## config.mk

```make
export PLATFORM = sky130hd
export DESIGN_NAME = buffer_ctrl
export DESIGN_NICKNAME = d
export VERILOG_FILES = /design/src/rtl/buffer_ctrl_pkg.sv /design/src/rtl/buffer_ctrl_mod_ptr.sv /design/src/rtl/buffer_ctrl.sv
export SDC_FILE = /design/constraint.sdc
export NUM_CORES = 1
export LEC_CHECK = 0
export CAP_MARGIN = 15
export CORE_AREA = 2 2 39 41
export DETAILED_ROUTE_END_ITERATION = 10
export DIE_AREA = 0 0 41 43
export DONT_BUFFER_PORTS = 1
export PLACE_DENSITY_LB_ADDON = 0.08
export SYNTH_ARGS = -nofsm -noshare
export SYNTH_HDL_FRONTEND = slang
export SYNTH_HIERARCHICAL = 1
export SYNTH_SLANG_ARGS = --single-unit
```

## constraint.sdc

```tcl
create_clock -name clk -period 1.8 [get_ports clk]
set_input_delay 0.18 -clock clk [delete_from_list [all_inputs] [get_ports clk]]
set_output_delay 0.18 -clock clk [all_outputs]
set_load 0.005 [all_outputs]
```

## src/rtl/buffer_ctrl_pkg.sv

```systemverilog
// -----------------------------------------------------------------------------
// buffer_ctrl_pkg
// Shared definitions for the circular-buffer pointer/occupancy controller:
//   - addr_w()  : address width for a SIZE-word buffer
//   - cnt_w()   : occupancy counter width (must hold 0..SIZE inclusive)
//   - op_e      : per-cycle handshake outcome, encoded as {read, write}
// -----------------------------------------------------------------------------
package buffer_ctrl_pkg;

  localparam int DEF_SIZE  = 16;
  localparam int DEF_WIDTH = 8;
  localparam int DEF_K     = 4;
  localparam int DEF_J     = 8;

  function automatic int addr_w(input int size);
    return $clog2(size);
  endfunction

  // One extra bit so that a completely full buffer (count == SIZE) is representable.
  function automatic int cnt_w(input int size);
    return $clog2(size) + 1;
  endfunction

  // Encoding matches {read_fire, write_fire} so a plain cast decodes it.
  typedef enum logic [1:0] {
    OP_NONE = 2'b00,
    OP_WR   = 2'b01,
    OP_RD   = 2'b10,
    OP_BOTH = 2'b11
  } op_e;

endpackage

```

## src/rtl/buffer_ctrl_mod_ptr.sv

```systemverilog
// -----------------------------------------------------------------------------
// buffer_ctrl_mod_ptr
// Wrapping pointer register. Advances by STEP (mod SIZE) when i_adv is high;
// the addition is BIT bits wide, so overflow past SIZE-1 wraps naturally.
// Ports:
//   clk    in   clock, rising edge
//   rst    in   asynchronous active-low reset (pointer -> 0)
//   i_clr  in   synchronous clear, priority over i_adv
//   i_adv  in   advance the pointer by STEP this cycle
//   o_ptr  out  current pointer value (registered)
// -----------------------------------------------------------------------------
module buffer_ctrl_mod_ptr
  import buffer_ctrl_pkg::*;
#(
  parameter  int SIZE = DEF_SIZE,
  parameter  int STEP = DEF_K,
  localparam int BIT  = addr_w(SIZE)
) (
  input  logic           clk,
  input  logic           rst,
  input  logic           i_clr,
  input  logic           i_adv,
  output logic [BIT-1:0] o_ptr
);

  // A step of exactly SIZE is a full lap and leaves the pointer where it was.
  localparam logic [BIT-1:0] STEP_W = BIT'(STEP % SIZE);

  logic [BIT-1:0] r_ptr;

  // NOTE: state registers use non-blocking (<=) so every flop samples the
  // pre-edge values of its neighbours; blocking here would create order races.
  always_ff @(posedge clk or negedge rst) begin
    if (!rst) begin
      r_ptr <= '0;
    end else if (i_clr) begin
      r_ptr <= '0;
    end else if (i_adv) begin
      r_ptr <= r_ptr + STEP_W;
    end
  end

  assign o_ptr = r_ptr;

endmodule

```

## src/rtl/buffer_ctrl.sv

```systemverilog
// -----------------------------------------------------------------------------
// buffer_ctrl
// Pointer/occupancy controller for a circular buffer of SIZE words. Accepts
// K-word writes and issues J-word reads through valid/ready handshakes, drives
// the buffer's write strobe and base addresses, and tracks the fill level.
// Optional feature macro: BUF_CTRL_FLUSH_EN (adds the synchronous flush port).
// Ports:
//   clk        in   clock, rising edge
//   rst        in   asynchronous active-low reset
//   flush      in   synchronous clear (only with BUF_CTRL_FLUSH_EN)
//   in_valid   in   producer presents K words
//   in_ready   out  room for K more words (count <= SIZE-K)
//   out_valid  out  at least J words held (count >= J)
//   out_ready  in   consumer takes J words this cycle
//   ld         out  buffer write strobe (write handshake fires)
//   write_add  out  buffer write base address (registered)
//   read_add   out  buffer read base address (registered)
//   count      out  words held, 0..SIZE
//   full       out  count == SIZE
//   empty      out  count == 0
// -----------------------------------------------------------------------------
module buffer_ctrl
  import buffer_ctrl_pkg::*;
#(
  parameter  int SIZE  = DEF_SIZE,
  parameter  int WIDTH = DEF_WIDTH,
  parameter  int K     = DEF_K,
  parameter  int J     = DEF_J,
  localparam int BIT   = addr_w(SIZE),
  localparam int CNT_W = cnt_w(SIZE)
) (
  input  logic             clk,
  input  logic             rst,
`ifdef BUF_CTRL_FLUSH_EN
  input  logic             flush,
`endif
  input  logic             in_valid,
  output logic             in_ready,
  output logic             out_valid,
  input  logic             out_ready,
  output logic             ld,
  output logic [BIT-1:0]   write_add,
  output logic [BIT-1:0]   read_add,
  output logic [CNT_W-1:0] count,
  output logic             full,
  output logic             empty
);

  if (WIDTH < 1 || K < 1 || K > SIZE || J < 1 || J > SIZE || SIZE < 2 ||
      (SIZE & (SIZE - 1)) != 0) begin : g_bad_param
    $error("buffer_ctrl: illegal parameter set");
  end

  localparam logic [CNT_W-1:0] SIZE_C  = CNT_W'(SIZE);
  localparam logic [CNT_W-1:0] K_C     = CNT_W'(K);
  localparam logic [CNT_W-1:0] J_C     = CNT_W'(J);
  localparam logic [CNT_W-1:0] ROOM_C  = CNT_W'(SIZE - K);

  logic [CNT_W-1:0] r_count;
  logic [CNT_W-1:0] w_count_nxt;
  logic             w_flush;
  logic             w_in_ready;
  logic             w_out_valid;
  logic             w_wr;
  logic             w_rd;
  op_e              w_op;

`ifdef BUF_CTRL_FLUSH_EN
  assign w_flush = flush;
`else
  assign w_flush = 1'b0;
`endif

  // Handshake qualifiers come from the pre-update count only.
  assign w_in_ready  = (r_count <= ROOM_C);
  assign w_out_valid = (r_count >= J_C);

  // Flush wins over any same-cycle transfer, so neither handshake fires.
  assign w_wr = in_valid  & w_in_ready  & ~w_flush;
  assign w_rd = out_ready & w_out_valid & ~w_flush;
  assign w_op = op_e'({w_rd, w_wr});

  // NOTE: every always_comb output gets a default first; a path that leaves
  // it unassigned would infer a latch.
  always_comb begin
    w_count_nxt = r_count;
    unique case (w_op)
      OP_WR:   w_count_nxt = r_count + K_C;
      OP_RD:   w_count_nxt = r_count - J_C;
      OP_BOTH: w_count_nxt = r_count + K_C - J_C;
      default: w_count_nxt = r_count;
    endcase
  end

  always_ff @(posedge clk or negedge rst) begin
    if (!rst) begin
      r_count <= '0;
    end else if (w_flush) begin
      r_count <= '0;
    end else begin
      r_count <= w_count_nxt;
    end
  end

  buffer_ctrl_mod_ptr #(.SIZE(SIZE), .STEP(K)) u_wr_ptr (
    .clk   (clk),
    .rst   (rst),
    .i_clr (w_flush),
    .i_adv (w_wr),
    .o_ptr (write_add)
  );

  buffer_ctrl_mod_ptr #(.SIZE(SIZE), .STEP(J)) u_rd_ptr (
    .clk   (clk),
    .rst   (rst),
    .i_clr (w_flush),
    .i_adv (w_rd),
    .o_ptr (read_add)
  );

  // The strobe is gated by reset so a handshake in flight when reset lands is
  // dropped immediately rather than at the next edge.
  assign ld        = w_wr & rst;
  assign in_ready  = w_in_ready;
  assign out_valid = w_out_valid;
  assign count     = r_count;
  assign full      = (r_count == SIZE_C);
  assign empty     = (r_count == '0);

  a_count_range : assert property (@(posedge clk) disable iff (!rst)
                                   (r_count <= SIZE_C));

endmodule

```

Word-level counts from Yosys, hierarchy flattened
Index checks and enable logic that the tools add are counted.
Widths: inputs -> output; s select.
{ "op_classes": {"addsub": 5, "order_cmp": 2, "eq_ne": 4, "n_mux": 1, "bitwise_logic": 3, "reduce_logical": 2} }
{ "ops": {"columns": ["cell", "n"], "rows": [
  ["$pmux 5 s3", 1],
  ["$sub 5x4->5 const B", 2],
  ["$add 5x3->5 const B", 1],
  ["$eq 5x5->1 const B", 1],
  ["$ge 5x4->1 const B", 1],
  ["$le 5x4->1 const B", 1],
  ["$logic_not 5->1", 1],
  ["$add 4x3->4 const B", 1],
  ["$add 4x4->4 const B", 1],
  ["$eq 2x2->1 const B", 2],
  ["$and 1x1->1", 3],
  ["$reduce_bool 3->1", 1],
  ["$eq 2x1->1 const B", 1]
]} }
{ "totals": {"ff_bits": 13, "in_bits": 4, "output_inout_bits": 18} }

Depth between registers and ports, before layout
{ "depth": {"ltp_word": 4, "ltp_mapped": 7, "mapped_depth_nobuf": 7} }

Hierarchy
The synthesis kept the hierarchy.
{ "by_module_without_submodules": {"columns": ["module", "instances", "cells_per_inst", "area_per_inst_um2", "seq_area_each_um2"], "rows": [
  ["buffer_ctrl", 1, 32, 294.0, 75.1],
  ["buffer_ctrl_mod_ptr (u_wr_ptr)", 1, 10, 107.6, 50.0],
  ["buffer_ctrl_mod_ptr (u_rd_ptr)", 1, 7, 63.8, 25.0]
]} }

Least setup slack after synthesis
Ideal clock, no wire load.
{ "synth_timing": {"kind": "reg2reg", "startpoint": "register r_count[2], in the netlist count[2]", "endpoint": "register u_wr_ptr.r_ptr[3], in the netlist u_wr_ptr/o_ptr[3]", "arrival_time_ns": 1.437, "required_ns": 1.727, "path_slack_ns": 0.290, "path_stages_with_launch": 7, "path_buffers": 0, "path_cell_list": "dfrtp_1 -> ha_1 -> ha_1 -> o21ai_4 -> inv_1 -> a21bo_1 -> a21oi_2"} }
{ "synth_via": {"elab_chain_cells": 2} }
{ "synth_lines": {"columns": ["element", "line_no", "rtl"], "rows": [
  ["start, declared", "buffer_ctrl.sv:59", "logic [CNT_W-1:0] r_count;"],
  ["start signal, assigned", "buffer_ctrl.sv:101", "r_count <= w_count_nxt;"],
  ["$le 5x4->1", "buffer_ctrl.sv:75", "assign w_in_ready = (r_count <= ROOM_C);"],
  ["$and 1x1->1", "buffer_ctrl.sv:79", "assign w_wr = in_valid & w_in_ready & ~w_flush;"],
  ["net w_wr", "buffer_ctrl.sv:64", "logic w_wr;"],
  ["end signal, assigned", "buffer_ctrl_mod_ptr.sv:39", "r_ptr <= r_ptr + STEP_W;"],
  ["end, declared", "buffer_ctrl_mod_ptr.sv:29", "logic [BIT-1:0] r_ptr;"]
]} }
The timed path passes the listed nets, and every way through them passes these cells.
A chain may end at the register's enable or synchronous reset.

Worst setup path after layout
{ "layout_timing": {"startpoint": "register r_count[4], in the netlist count[4]", "endpoint": "output port ld"} }
{ "layout_via": {"elab_chain_cells": 3} }
{ "layout_lines": {"columns": ["element", "line_no", "rtl"], "rows": [
  ["$le 5x4->1", "buffer_ctrl.sv:75", null],
  ["net in_ready", "buffer_ctrl.sv:38", "output logic in_ready,"],
  ["$and 1x1->1", "buffer_ctrl.sv:79", null],
  ["$and 1x1->1", "buffer_ctrl.sv:123", "assign ld = w_wr & rst;"],
  ["end, declared", "buffer_ctrl.sv:41", "output logic ld,"]
]} }
The timed path passes the listed nets, and every way through them passes these cells.

==> PnR_summary.wiki <==
{| class="wikitable"
! Metric !! Value
|-
| Part of the Yosys area used for sequential elements || 32.3%
|-
| Hold violation total from the final report || 0
|-
| Min Tclk post-route || 1690 ps
|-
| Port Buffer Count || 0
|-
| Series of cell instances along the critical path || inv_1 -> ha_1 -> a21oi_2 -> or2_1 -> and3_1
|-
| Status || complete, no violations
|-
| Sequential share of power || 31.7%
|-
| Dominant combinational cell family by area after synthesis || buffers and inverters
|-
| Setup TNS || 0 ps
|-
| Share of cells above drive strength 1 || 18.5%
|-
| Arrival time of data at the critical path endpoint || 1510 ps
|-
| Netlist area before placement || 465 sq um
|-
| Yosys synthesis warning count || 6
|-
| Category of the worst setup path capture point || output port
|-
| Nets@finish || 65
|-
| Post-layout total power || 864 uW
|-
| Max Cap Violations || 0
|-
| Clock tree root driver cell || clkbuf_4
|-
| Effective utilization at floorplan || 33.6%
|-
| Global-route wire length before repair || 1.10 mm
|-
| Number of nets with antenna violations after detailed routing || 0
|-
| Clock transition at the registers of the reported paths || 40 ps
|-
| Routability congestion estimate from global placement || 0.749
|-
| Combinational group share of total power || 54.3%
|-
| Fraction of synthesized cell area in xor and xnor cells || 9.41%
|-
| Count of state elements after synthesis || 6
|-
| Tightest Hold Check Type || in2reg
|-
| Final wirelength || 739 um
|-
| Compound-cell area share of the yosys netlist || 10.5%
|-
| Wire per inst || 10.6 um
|-
| Share of the cycle needed by the critical path after routing || 93.9%
|-
| Half-perimeter wire length after detailed placement || 602 um
|-
| Maximum level of the CTS H-tree || 1
|-
| Iter 0 DRT Violations || 0
|-
| Longest Clk Path Bufs || 2
|-
| Max Freq || 591 MHz
|-
| Number of distinct library cells after synthesis || 19
|-
| Internal power || 503 uW
|-
| Core ar. || 0.00138 sq mm
|-
| Number of clock buffers inserted by TritonCTS || 3
|-
| Clk network pwr share || 14.0%
|-
| Row count || 14
|-
| Via count normalized by instance count || 4.16
|-
| Multiplexer fraction of the synthesized cell area || 4.30%
|-
| Detailed-router iteration count before antenna repair || 1
|-
| Maximum number of pins on one net before global-route repair || 7
|-
| Maximum fanout count along the critical path || 6
|-
| Number of global-route vias before repair || 262
|-
| Lkg Pwr || 0.263 nW
|-
| Initial antenna violation count || 0
|-
| Power spent charging and discharging nets || 361 uW
|-
| Mean post-synth cell area || 9.50 sq um
|-
| Via count of the routed design || 291
|-
| Count of mapped cells out of synthesis || 49
|-
| Height of the die || 43 um
|-
| Category of the worst setup path launch point || register
|-
| Clock Sink Count || 6
|-
| Global-route usage over all layers || 9.71%
|-
| Simple-gate portion of the synthesized area || 11.6%
|-
| Power density normalized to cell area || 1710 mW/mm^2
|-
| Switching part of the total || 41.8%
|-
| Max-slew violation count || 0
|-
| Worst path max stage delay || 440 ps
|-
| Number of antenna cells inserted || 0
|-
| Worst clock skew || 1.27 ps
|-
| DRC violation count after routing || 0
|-
| Worst path slowest cell || dfrtp_2
|-
| Die Width || 41 um
|-
| DIE AREA || 0.00176 sq mm
|-
| WS Path Type || reg2out
|-
| Source-to-sink clock delay at the later pin of the worst-skew pair || 240 ps
|-
| Setup repair after global routing missed its margin || false
|-
| CTS tree || built
|-
| Overall overflow remaining after global route || 0
|-
| Adder-cell share of the synthesized area || 13.4%
|-
| Finish-stage setup viols || 0
|-
| Worst IR Drop VDD || 598 uV
|-
| IO Count || 22
|-
| CP Data Required Time || 1620 ps
|-
| Area growth from synthesis to final layout || 8.33%
|}
-- worst max-delay path, delay by kind of cell (launching register included) --
kind            cells  cell delay, ps
simple gates        2             460
flops               1             440
fa+ha+maj           1             170
buf+inv             1             120
compound gates      1              70
-- registers in the layout (all words and copies together), names as in the netlist --
register	flops
count	3
u_wr_ptr/o_ptr	2
u_rd_ptr/o_ptr	1
-- worst paths after layout --
| kind | start | to | slack, ps | depth (start not counted) |
|---|---|---|---|---|
| worst min-delay path | in_valid | count[2] | 110 | 2 |
| min in group asynchronous | rst | u_wr_ptr/o_ptr[3] | 260 | 1 |
| worst max-delay path | count[4] | ld | 110 | 5 |
| worst max register to register | count[3] | u_wr_ptr/o_ptr[3] | 300 | 6 |
| max in group asynchronous | rst | count[3] | 1300 | 1 |
| worst min register to register | u_rd_ptr/o_ptr[3] | u_rd_ptr/o_ptr[3] | 580 | 2 |
-- logic make-up (layout without fill, tap and decap cells) --
group           count (synthesis)  after routing
flops                           6              6
simple gates                   10             10
compound gates                  5              5
other cells                     3             10
xor+xnor                        5              5
mux                             2              2
fa+ha+maj                       5              5
buf+inv                        13             11
-- metrics by stage --
stage | std cells | area, sq um | hold slack, ps | util (%) | setup slack [ps]
6_report | 70 | 504 | 109 | 36.4 | 109
5_1_grt | 70 | 504 | 122 | 36.4 | 10.0
4_1_cts | 70 | 499 | 95.7 | 36.1 | 19.3
3_5_place_dp | 66 | 467 | -115 | 33.7 | 232
3_3_place_gp | 66 | 467 | -115 | 33.7 | 253
2_1_floorplan | 56 | 492 | -116 | - | 290
-- power by group through the flow --
stage / registers [mW] / clock network [mW] / logic, mW
final: 0.274 / 0.121 / 0.469
after global routing: 0.285 / 0.139 / 0.533
after CTS: 0.273 / 0.133 / 0.476
after detailed placement: 0.275 / 0 / 0.469
after global placement: 0.273 / 0 / 0.459
after floorplan: 0.268 / 0 / 0.384
-- cells in the mapped netlist, drive strengths merged --
master | count | share of area (%)
buf | 7 | 11
dfrtp | 6 | 32
inv | 6 | 4.8
ha | 5 | 13
nor2 | 4 | 3.2
xnor2 | 4 | 7.5
a21oi | 3 | 4.8
conb | 3 | 2.4
mux2i | 2 | 4.3
a21bo | 1 | 2.2
and2 | 1 | 1.3
and3 | 1 | 1.3
nand2b | 1 | 1.3
nand3b | 1 | 1.6
nor2b | 1 | 1.3
o21ai | 1 | 3.5
or2 | 1 | 1.3
xor2 | 1 | 1.9
-- final cells by class --
| class | instances | area (sq um) |
|---|---|---|
| flip-flops and latches | 6 | 153 |
| well taps | 16 | 20.0 |
| inverters | 6 | 22.5 |
| multi-input cells | 37 | 269 |
| repair buffers | 2 | 17.5 |
| clock buffers | 3 | 22.5 |
| fillers | 158 | 880 |
-- layer usage --
layer  vias up  global-route usage, %  part of all wire [%]
met1       133                   11.5                    42
met3         0                   6.81                   7.8
met2        13                   13.1                    50
li1        145                      -                     -
met4         0                   4.00                     0
met5         -                      0                     0
-- placed cells by master (no fill, tap or decap), types with 2 or more instances in the layout --
cell      count
ha_1          4
dfrtp_1       4
xnor2_1       4
nor2_1        4
dfrtp_2       2
clkbuf_4      3
mux2i_1       2
conb_1       10
inv_1         6
a21oi_2       2
-- what timing repair did --
action	CTS	global route
hold buffers	1	0
setup buffers	0	0
setup endpoints to repair	0	1
resized for setup	0	3
hold endpoints to repair	6	0
Power figures use the tool's default switching activity.
